### src/rtl/fp_pkg.sv
`default_nettype none
// ============================================================================
// Module : fp_pkg
// Brief  : Shared floating-point constants. Operand class codes and the
//          default exponent/mantissa widths of the supported storage
//          formats.
// Rev    : 1.0  initial release
// ============================================================================
package fp_pkg;

    // Operand classification codes
    localparam int          FPC_W    = 3;
    localparam logic [2:0]  FPC_ZERO = 3'd0;
    localparam logic [2:0]  FPC_SUB  = 3'd1;
    localparam logic [2:0]  FPC_NORM = 3'd2;
    localparam logic [2:0]  FPC_INF  = 3'd3;
    localparam logic [2:0]  FPC_NAN  = 3'd4;

    // Default storage formats
    localparam int FP32_EXP_W = 8;
    localparam int FP32_MAN_W = 23;
    localparam int BF16_EXP_W = 8;
    localparam int BF16_MAN_W = 7;

endpackage : fp_pkg
`default_nettype wire

### src/rtl/fp_field_decode.sv
`default_nettype none
// ============================================================================
// Module : fp_field_decode
// Brief  : Purely combinational operand decoder. Splits an IEEE-style
//          {sign,exp,man} word into sign, biased exponent, hidden bit and
//          high/low mantissa slices, applies optional flush-to-zero to
//          subnormals and classifies the operand.
// Ports  : operand  in  1+EXP_W+MAN_W  raw operand
//          ftz      in  1              flush subnormals to zero
//          sign     out 1              sign bit (kept through FTZ)
//          exp      out EXP_W          biased exponent
//          hid      out 1              hidden bit, (exp != 0)
//          man_hi   out MH_W           mantissa MSB slice
//          man_lo   out ML_W           mantissa slice just below man_hi
//          cls      out FPC_W          operand class
// Rev    : 1.0  initial release
// ============================================================================
module fp_field_decode
    import fp_pkg::*;
#(
    parameter int EXP_W = FP32_EXP_W,
    parameter int MAN_W = FP32_MAN_W,
    parameter int MH_W  = 7,
    parameter int ML_W  = 6
) (
    input  logic [EXP_W+MAN_W:0] operand,
    input  logic                 ftz,
    output logic                 sign,
    output logic [EXP_W-1:0]     exp,
    output logic                 hid,
    output logic [MH_W-1:0]      man_hi,
    output logic [ML_W-1:0]      man_lo,
    output logic [FPC_W-1:0]     cls
);

    if (MH_W + ML_W > MAN_W) begin : g_slice_check
        $error("fp_field_decode: MH_W + ML_W exceeds MAN_W");
    end

    logic [EXP_W-1:0] w_exp;
    logic [MAN_W-1:0] w_man;
    logic             w_exp_ones;
    logic             w_exp_zero;
    logic             w_man_zero;
    logic             w_flush;

    assign w_exp      = operand[MAN_W +: EXP_W];
    assign w_man      = operand[MAN_W-1:0];
    assign w_exp_ones = &w_exp;
    assign w_exp_zero = ~|w_exp;
    assign w_man_zero = ~|w_man;
    assign w_flush    = w_exp_zero & ~w_man_zero & ftz;

    assign sign = operand[EXP_W+MAN_W];
    // A subnormal already carries exp == 0, so flushing only has to clear
    // the mantissa slices; the exponent and hidden bit fall out as zero.
    assign exp  = w_exp;
    assign hid  = ~w_exp_zero;

    assign man_hi = w_flush ? '0 : w_man[MAN_W-1 -: MH_W];
    assign man_lo = w_flush ? '0 : w_man[MAN_W-MH_W-1 -: ML_W];

    always_comb begin
        cls = FPC_NORM;
        if (w_exp_ones) begin
            cls = w_man_zero ? FPC_INF : FPC_NAN;
        end else if (w_exp_zero) begin
            cls = (w_man_zero || ftz) ? FPC_ZERO : FPC_SUB;
        end
    end

endmodule : fp_field_decode
`default_nettype wire

### src/rtl/fp_operand_stage.sv
`default_nettype none
// ============================================================================
// Module : fp_operand_stage
// Brief  : Two-operand floating-point input stage. Decodes both operands
//          combinationally and registers the decoded pair through a
//          valid/ready handshake with a 2-entry skid buffer (main reg M,
//          skid reg S). One pair per cycle, 1-cycle accept-to-valid latency.
// Ports  : clk, reset (async, active-low)
//          in_valid/in_ready, in_a, in_b, ftz     upstream pair
//          out_valid/out_ready                    downstream handshake
//          a_*/b_* sign, exp, hid, man_hi, man_lo, class   decoded fields
//          pair_special                           either operand INF/NAN
// Rev    : 1.0  initial release
// ============================================================================
module fp_operand_stage
    import fp_pkg::*;
#(
    parameter int EXP_W = FP32_EXP_W,
    parameter int MAN_W = FP32_MAN_W,
    parameter int MH_W  = 7,
    parameter int ML_W  = 6
) (
    input  logic                 clk,
    input  logic                 reset,
    input  logic                 in_valid,
    output logic                 in_ready,
    input  logic [EXP_W+MAN_W:0] in_a,
    input  logic [EXP_W+MAN_W:0] in_b,
    input  logic                 ftz,
    output logic                 out_valid,
    input  logic                 out_ready,
    output logic                 a_sign,
    output logic [EXP_W-1:0]     a_exp,
    output logic                 a_hid,
    output logic [MH_W-1:0]      a_man_hi,
    output logic [ML_W-1:0]      a_man_lo,
    output logic [FPC_W-1:0]     a_class,
    output logic                 b_sign,
    output logic [EXP_W-1:0]     b_exp,
    output logic                 b_hid,
    output logic [MH_W-1:0]      b_man_hi,
    output logic [ML_W-1:0]      b_man_lo,
    output logic [FPC_W-1:0]     b_class,
    output logic                 pair_special
);

    typedef struct packed {
        logic             a_sign;
        logic [EXP_W-1:0] a_exp;
        logic             a_hid;
        logic [MH_W-1:0]  a_man_hi;
        logic [ML_W-1:0]  a_man_lo;
        logic [FPC_W-1:0] a_class;
        logic             b_sign;
        logic [EXP_W-1:0] b_exp;
        logic             b_hid;
        logic [MH_W-1:0]  b_man_hi;
        logic [ML_W-1:0]  b_man_lo;
        logic [FPC_W-1:0] b_class;
        logic             pair_special;
    } dec_pair_t;

    typedef enum logic [1:0] {
        ST_EMPTY = 2'd0,
        ST_ONE   = 2'd1,
        ST_TWO   = 2'd2
    } state_t;

    // ------------------------------------------------------------------
    // Combinational decode of the incoming pair
    // ------------------------------------------------------------------
    logic             w_a_sign, w_b_sign;
    logic [EXP_W-1:0] w_a_exp,  w_b_exp;
    logic             w_a_hid,  w_b_hid;
    logic [MH_W-1:0]  w_a_hi,   w_b_hi;
    logic [ML_W-1:0]  w_a_lo,   w_b_lo;
    logic [FPC_W-1:0] w_a_cls,  w_b_cls;
    dec_pair_t        w_dec;

    fp_field_decode #(
        .EXP_W (EXP_W),
        .MAN_W (MAN_W),
        .MH_W  (MH_W),
        .ML_W  (ML_W)
    ) u_decode_a (
        .operand (in_a),
        .ftz     (ftz),
        .sign    (w_a_sign),
        .exp     (w_a_exp),
        .hid     (w_a_hid),
        .man_hi  (w_a_hi),
        .man_lo  (w_a_lo),
        .cls     (w_a_cls)
    );

    fp_field_decode #(
        .EXP_W (EXP_W),
        .MAN_W (MAN_W),
        .MH_W  (MH_W),
        .ML_W  (ML_W)
    ) u_decode_b (
        .operand (in_b),
        .ftz     (ftz),
        .sign    (w_b_sign),
        .exp     (w_b_exp),
        .hid     (w_b_hid),
        .man_hi  (w_b_hi),
        .man_lo  (w_b_lo),
        .cls     (w_b_cls)
    );

    always_comb begin
        w_dec.a_sign       = w_a_sign;
        w_dec.a_exp        = w_a_exp;
        w_dec.a_hid        = w_a_hid;
        w_dec.a_man_hi     = w_a_hi;
        w_dec.a_man_lo     = w_a_lo;
        w_dec.a_class      = w_a_cls;
        w_dec.b_sign       = w_b_sign;
        w_dec.b_exp        = w_b_exp;
        w_dec.b_hid        = w_b_hid;
        w_dec.b_man_hi     = w_b_hi;
        w_dec.b_man_lo     = w_b_lo;
        w_dec.b_class      = w_b_cls;
        w_dec.pair_special = (w_a_cls == FPC_INF) || (w_a_cls == FPC_NAN) ||
                             (w_b_cls == FPC_INF) || (w_b_cls == FPC_NAN);
    end

    // ------------------------------------------------------------------
    // Skid buffer control
    // ------------------------------------------------------------------
    state_t    r_state;
    state_t    w_next_state;
    logic      r_in_ready;
    dec_pair_t r_main;
    dec_pair_t r_skid;
    logic      w_accept;
    logic      w_deliver;
    logic      w_load_main;    // M <= incoming decoded pair
    logic      w_load_skid;    // S <= incoming decoded pair
    logic      w_skid_to_main; // M <= S

    assign w_accept  = in_valid & r_in_ready;
    assign w_deliver = (r_state != ST_EMPTY) & out_ready;

    always_comb begin
        w_next_state   = r_state;
        w_load_main    = 1'b0;
        w_load_skid    = 1'b0;
        w_skid_to_main = 1'b0;
        case (r_state)
            ST_EMPTY: begin
                if (w_accept) begin
                    w_next_state = ST_ONE;
                    w_load_main  = 1'b1;
                end
            end
            ST_ONE: begin
                if (w_accept && !w_deliver) begin
                    w_next_state = ST_TWO;
                    w_load_skid  = 1'b1;
                end else if (w_deliver && !w_accept) begin
                    w_next_state = ST_EMPTY;
                end else if (w_deliver && w_accept) begin
                    w_load_main  = 1'b1;
                end
            end
            ST_TWO: begin
                // in_ready is low in this state, so no accept can arrive.
                if (w_deliver) begin
                    w_next_state   = ST_ONE;
                    w_skid_to_main = 1'b1;
                end
            end
            default: begin
                w_next_state = ST_EMPTY;
            end
        endcase
    end

    always_ff @(posedge clk or negedge reset) begin
        if (!reset) begin
            r_state    <= ST_EMPTY;
            r_in_ready <= 1'b0;
            r_main     <= '0;
            r_skid     <= '0;
        end else begin
            r_state    <= w_next_state;
            // Registered so in_ready never depends combinationally on
            // out_ready; the skid entry absorbs the one-cycle lag.
            r_in_ready <= (w_next_state != ST_TWO);
            if (w_load_main) begin
                r_main <= w_dec;
            end else if (w_skid_to_main) begin
                r_main <= r_skid;
            end
            if (w_load_skid) begin
                r_skid <= w_dec;
            end
        end
    end

    // ------------------------------------------------------------------
    // Outputs, driven from M only
    // ------------------------------------------------------------------
    assign in_ready     = r_in_ready;
    assign out_valid    = (r_state != ST_EMPTY);
    assign a_sign       = r_main.a_sign;
    assign a_exp        = r_main.a_exp;
    assign a_hid        = r_main.a_hid;
    assign a_man_hi     = r_main.a_man_hi;
    assign a_man_lo     = r_main.a_man_lo;
    assign a_class      = r_main.a_class;
    assign b_sign       = r_main.b_sign;
    assign b_exp        = r_main.b_exp;
    assign b_hid        = r_main.b_hid;
    assign b_man_hi     = r_main.b_man_hi;
    assign b_man_lo     = r_main.b_man_lo;
    assign b_class      = r_main.b_class;
    assign pair_special = r_main.pair_special;

endmodule : fp_operand_stage
`default_nettype wire

### config.mk
export PLATFORM = sky130hd
export DESIGN_NAME = fp_operand_stage
export DESIGN_NICKNAME = d
export VERILOG_FILES = /design/src/rtl/fp_pkg.sv /design/src/rtl/fp_field_decode.sv /design/src/rtl/fp_operand_stage.sv
export SDC_FILE = /design/constraint.sdc
export NUM_CORES = 1
export LEC_CHECK = 0
export ABC_AREA = 1
export CAP_MARGIN = 5
export CORE_MARGIN = 2
export CORE_UTILIZATION = 49
export CTS_CLUSTER_SIZE = 40
export DETAILED_ROUTE_END_ITERATION = 8
export HOLD_SLACK_MARGIN = 0.08
export PLACE_DENSITY = 0.79
export REMOVE_ABC_BUFFERS = 1
export SLEW_MARGIN = 25
export SYNTH_ARGS = -nofsm -noshare
export SYNTH_HDL_FRONTEND = slang
export SYNTH_SLANG_ARGS = --single-unit
### constraint.sdc
create_clock -name clk -period 1.6 [get_ports clk]
set_clock_uncertainty 0.2 [all_clocks]
set_input_delay 0.32 -clock clk [delete_from_list [all_inputs] [get_ports clk]]
set_output_delay 0.32 -clock clk [all_outputs]
set_load 0.005 [all_outputs]
# After elaboration in Yosys (flattened, before gate mapping)
# Index checks and enable logic that the tools add are counted.
word_totals:
  ram_bits: 0
  latch_bits: 0
  reg_bits: 109
  romBits: 0
  memories: 0
  input_bits: 69
classes:
  multipliers: 0
  reduce_logical: 23
  muxes: 28
  bitwise: 6
  div_mod_pow: 0
  n_eq_ne: 7
  n_lt_le_gt_ge: 0
  add_sub_neg: 0
  shifts: 0
op_table:
  columns: ["op", "n"]
  rows:
  - ["2-to-1 mux 53 bit", 2]
  - ["OR reduction 23 bit", 2]
  - ["2-to-1 mux 3 bit", 6]
  - ["AND reduction 8 bit", 2]
  - ["OR reduction 8 bit", 2]
  - ["2-to-1 mux 7 bit", 2]
  - ["2-to-1 mux 6 bit", 2]
  - ["2-to-1 mux 1 bit", 10]
  - ["2-to-1 mux 2 bit", 4]
  - ["bitwise AND 1 bit", 6]
  - ["equality test 3 x 2 -> 1 bit, second input constant", 2]
  - ["equality test 3 bit, second input constant", 2]
  - ["zero test 1 bit", 6]
  - ["case mux 2 bit (3 select lines)", 1]
  - ["logical OR 1 bit", 5]
  - ["nonzero test 2 bit", 2]
  - ["logical AND 1 bit", 3]
  - ["equality test 2 x 1 -> 1 bit, second input constant", 1]
  - ["equality test 2 bit, second input constant", 1]
  - ["zero test 2 bit", 1]
  - ["inequality test 2 bit, second input constant", 1]
  - ["case mux 1 bit (2 select lines)", 1]

# Longest topological paths before layout
depth:
  depth_word: 11
  ltp_mapped: 8
  mapped_depth_nobuf: 8

# Hierarchy
# Synthesis repeated with hierarchy kept, for this count alone.
unflattened:
  cells_unflattened: 637
  area_unflattened_um2: 5422.7
modules_own_cells:
  columns: ["module", "cells_per_inst", "instances", "area_per_inst_um2", "seq_area_each_um2"]
  rows:
  - ["fp_operand_stage", 495, 1, 4589.4, 2727.6]
  - ["fp_field_decode (u_decode_b)", 65, 1, 417.9, 0.0]
  - ["fp_field_decode (u_decode_a)", 77, 1, 415.4, 0.0]

# Worst setup path before layout
# No wires, ideal clock.
synth_timing:
  path_kind: "reg2reg"
  from: "reg r_in_ready, in the netlist in_ready"
  to: "reg r_main (netlist bit a_exp[4])"
  slack_ps: 148
  arrival_ps: 1128
  setup_ps: 124
  n_path_buf: 2
  required_ps: 1276
  path_stages_with_launch: 9
  synth_period_minus_slack_ps: 1452
  cell_sequence: "dfrtp_1 -> nand2_1 -> inv_1 -> nand3_2 -> buf_6 -> inv_4 -> buf_6 -> a22oi_1 -> nand2_1"
synth_via:
  elab_chain_cells: 7
  word_cells_on_any_way: 12
  classes_between: "6 x mux; 1 x bitwise; 5 x reduce/logical"
synth_lines:
  columns: ["item", "line_no", "rtl"]
  rows:
  - ["from (decl)", "fp_operand_stage.sv:134", "logic r_in_ready;"]
  - ["from (signal assigned)", "fp_operand_stage.sv:191", "r_in_ready <= (w_next_state != ST_TWO);"]
  - ["bitwise AND 1 bit (*)", "fp_operand_stage.sv:143", "assign w_accept = in_valid & r_in_ready;"]
  - ["logical AND 1 bit or zero test 1 bit (tied branches)", "fp_operand_stage.sv:164, fp_operand_stage.sv:162", null]
  - ["2-to-1 mux 1 bit or logical AND 1 bit (tied branches)", "fp_operand_stage.sv:164, fp_operand_stage.sv:162", null]
  - ["2-to-1 mux 1 bit", "fp_operand_stage.sv:162", "end else if (w_deliver && !w_accept) begin"]
  - ["2-to-1 mux 1 bit", "fp_operand_stage.sv:159", "if (w_accept && !w_deliver) begin"]
  - ["case mux 1 bit (2 select lines) (*)", "fp_operand_stage.sv:151", "case (r_state)"]
  - ["2-to-1 mux 53 bit or nonzero test 2 bit (tied branches)", null, null]
  - ["to (signal assigned)", "fp_operand_stage.sv:193", "r_main <= w_dec;"]
  - ["to (signal assigned)", "fp_operand_stage.sv:195", "r_main <= r_skid;"]
  - ["to (decl)", "fp_operand_stage.sv:135", "dec_pair_t r_main;"]
# Every way passes the cells marked *; elsewhere a longest branch is shown, timed or not.
# A chain may end at the register's enable or synchronous reset.

# Final worst setup path
layout_timing:
  from: "reg r_state[0]"
  to: "reg r_main (netlist bit b_class[1])"
layout_via:
  elab_chain_cells: 8
  word_cells_on_any_way: 17
  classes_between: "2 x eq/ne; 7 x mux; 1 x bitwise; 7 x reduce/logical"
layout_lines:
  columns: ["item", "line_no", "rtl"]
  rows:
  - ["from (decl)", "fp_operand_stage.sv:132", "state_t r_state;"]
  - ["from (signal assigned)", "fp_operand_stage.sv:188", "r_state <= w_next_state;"]
  - ["nonzero test 2 bit", "fp_operand_stage.sv:144", "assign w_deliver = (r_state != ST_EMPTY) & out_ready;"]
  - ["bitwise AND 1 bit", "fp_operand_stage.sv:144", null]
  - ["logical AND 1 bit", "fp_operand_stage.sv:164", "end else if (w_deliver && w_accept) begin"]
  - ["2-to-1 mux 1 bit", "fp_operand_stage.sv:164", null]
  - ["2-to-1 mux 1 bit", "fp_operand_stage.sv:162", null]
  - ["2-to-1 mux 1 bit", "fp_operand_stage.sv:159", null]
  - ["case mux 1 bit (2 select lines)", "fp_operand_stage.sv:151", null]
  - ["2-to-1 mux 53 bit or nonzero test 2 bit (tied branches)", null, null]
# Several ways; a longest one is shown, not always the timed one.

==> metrics.md <==
| Metric | Value |
|---|---|
| Status | `finished, violations left` |
| Fin nets | `around 880` |
| Routed wire length per instance | `about 19 um` |
| Rows | `36` |
| First-pass GRT wire length | `around 23 mm` |
| Final setup viols | `93` |
| Largest net degree at the start of global routing | `48` |
| Core area | `between 9000 and 10000 sq um` |
| Port bufs | `123` |
| Cell variety after synth | `30` |
| Post-Synthesis Cells | `580` |
| Worst skew pair latency | `between 0.3 and 0.4 ns` |
| Syn. warnings | `0` |
| Commonest non-fill, non-tap cell in the layout | `nand2_1` |
| Avg Synthesized Cell Area | `about 8.5 sq um` |
| Mapped Area | `between 4000 and 5000 sq um` |
| Fin crit share | `1.06` |
| Crit Path Class | `register to register` |
| Gpl congestion | `between 0.8 and 0.9` |
| Fin. max-slew vios | `0` |
| Initial antenna violation count | `0` |
| Total length of routed wires | `roughly 18 mm` |
| Final ANT Viol Nets | `0` |
| Setup crit start kind | `register` |
| Largest cells by area after synthesis | `dfrtp_1 55%, nand2_1 16%, nand3_1 5.0%, a21oi_1 2.8%, inv_1 2.7%` |
| Register area share after synthesis | `0.551` |
| Worst EP arrival | `around 1.8 ns` |
| Post-DP Area | `6760 sq um` |
| Starting Density | `0.506` |
| Pre-CTS WS | `-0.471 ns` |
| Worst VDD drop | `around 0.83 mV` |
| Vias in the first global route | `roughly 4900` |
| Worst Slack Setup Final | `-0.102 ns` |
| Htree depth | `3` |
| Number of synthesized register bits | `109` |
| Number of CTS-inserted buffers | `9` |
| Hold path cells | `4` |
| Max_cap viols | `0` |
| CTS tree | `done` |
| Leakage power | `~0.004 uW` |
| Gr ovfl total | `0` |
| Area Growth Syn to Fin | `64.4%` |
| Clock Path Buffers | `2` |
| Most frequent cells in the layout | `162 x nand2_1, 109 x dfrtp_1, 82 x buf_4` |
| Vias | `5392` |
| DRT iter0 DRCs | `about 500` |
| R2R depth | `7` |
| Die ar. | `10900 sq um` |
| Synth top area share | `0.551` |
| Fin crit period | `1.70 ns` |
| RSZ-0062 raised after global routing | `yes` |
| Vias per cell | `approximately 5.7` |
| Die width | `about 100 um` |
| Die H | `about 100 um` |
| Relative slew slack | `0.794` |
| Root Buffer | `clkbuf_8` |
| PwrDens | `about 1400 nW/um^2` |
| Post-route DRC | `0` |
| Final hold viol count | `0` |
| Worst hold path class | `input port to register` |
| Gr usage total | `0.263` |
| Hpwl dp | `slightly below 10 mm` |
| Post-Route Setup TNS | `-2.58 ns` |
| Worst slew pin tran | `0.310 ns` |
| PnR Total Power | `11500 uW` |
| Fmax | `0.588 GHz` |
| Critical Path RT | `roughly 1.7 ns` |
| N_diodes | `0` |
| Fin area | `approximately 8100 sq um` |
| Boundary pin count | `~120` |
| Yosys top cell by area | `dfrtp_1` |
| Router iterations before antenna repair | `5` |
| Clock Sinks | `about 110` |
| Reg clk slew, reported paths | `between 0.1 and 0.15 ns` |
| CP Capture Type | `register` |
| Violated checks | `negative setup slack` |
| Share of cells above drive strength 1 | `0.308` |
| CP max FO | `4` |
cell type report:
type / count / area (sq um)
sequential: 109 / 2730
inverter: 40 / 185
tap: 133 / 166
multi-input combinational: 402 / 2320
clock buffer: 14 / 193
timing repair buffer: 245 / 2500
clock inverter: 2 / 37.5
fill: 530 / 1640
flip-flops by register name, summed over array words and instances, names as in the netlist, 2 cells and up:
register  flops
a_class       3
a_exp         8
a_man_hi      7
a_man_lo      6
b_class       3
b_exp         8
b_man_hi      7
b_man_lo      6
r_skid       53
r_state       2
synthesized netlist by cell type:
cell type / number
o31ai_1: 1
buf_6: 11
clkbuf_1: 4
dfrtp_1: 109
nor3_4: 1
o221ai_1: 5
o211ai_1: 2
inv_1: 35
nand2_1: 205
nand3_2: 4
buf_4: 6
inv_2: 4
nor2_1: 34
nor3_1: 1
or2_2: 2
buf_2: 9
inv_4: 1
nand4_1: 7
a22o_1: 1
o22ai_1: 1
a22oi_1: 13
o21ai_1: 26
nand3_1: 49
o21ai_0: 13
a21oi_1: 28
nand2_2: 3
o21bai_1: 1
o211a_1: 2
nor2_4: 1
nor2_2: 1
routing by layer:
layer / up-vias / track usage / share of wire
met5: - / 0 / 0
met2: 357 / 0.426 / 0.50
met1: 2599 / 0.345 / 0.37
met3: 81 / 0.0508 / 0.085
li1: 2355 / - / -
met4: 0 / 0.111 / 0.049
kinds of logic (layout without fill, tap and decap cells):
kind of cell | count (synthesis) | in the layout | share of synthesized area
AO/OA/AOI/OAI | 93 | 93 | 0.110
buffers and inverters | 70 | 301 | 0.0771
AND/OR/NAND/NOR | 308 | 309 | 0.262
flip-flops | 109 | 109 | 0.551
per-stage QoR:
stage	hold WS, ns	util	cells
5_1_grt	0.0986	0.832	945
3_5_place_dp	-0.000831	0.692	877
4_1_cts	0.128	0.734	914
3_3_place_gp	-0.00490	0.692	877
2_1_floorplan	-0.176	-	550
6_report	0.108	0.832	945
power breakdown:
part           internal (uW)  switching [uW]
logic                   2510            2330
registers               3940             866
clock network            940             965
total                   7390            4160
what timing repair did:
action | 4_1_cts | 5_1_grt
cloned | 0 | 11
buffers inserted | 20 | 16
pin swaps | 4 | 20
resized for setup | 82 | 179
endpoints found under the hold margin | 109 | 4
endpoints found under the setup margin | 103 | 114
hold buffers | 1 | 4
worst max-delay path: stages, from the launching register on:
cell	delay [ns]
dfrtp_1	0.42
buf_6	0.14
nand2_4	0.10
nand3_4	0.18
nand2_8	0.13
buf_4	0.13
o211ai_1	0.09
o21ai_1	0.21
path summary, 6_finish.rpt:
path,startpoint,to,slack [ns]
min in group asynchronous,reset,r_skid[12],0.13
worst max-delay path,r_state[0],b_class[1],-0.10
worst max register to register,r_state[0],b_class[1],-0.10
max in group asynchronous,reset,a_man_hi[6],0.48
worst min register to register,a_exp[6],a_exp[6],0.28
worst min-delay path,in_a[29],a_exp[6],0.11
Note: power is estimated with default switching activity, not from simulation.
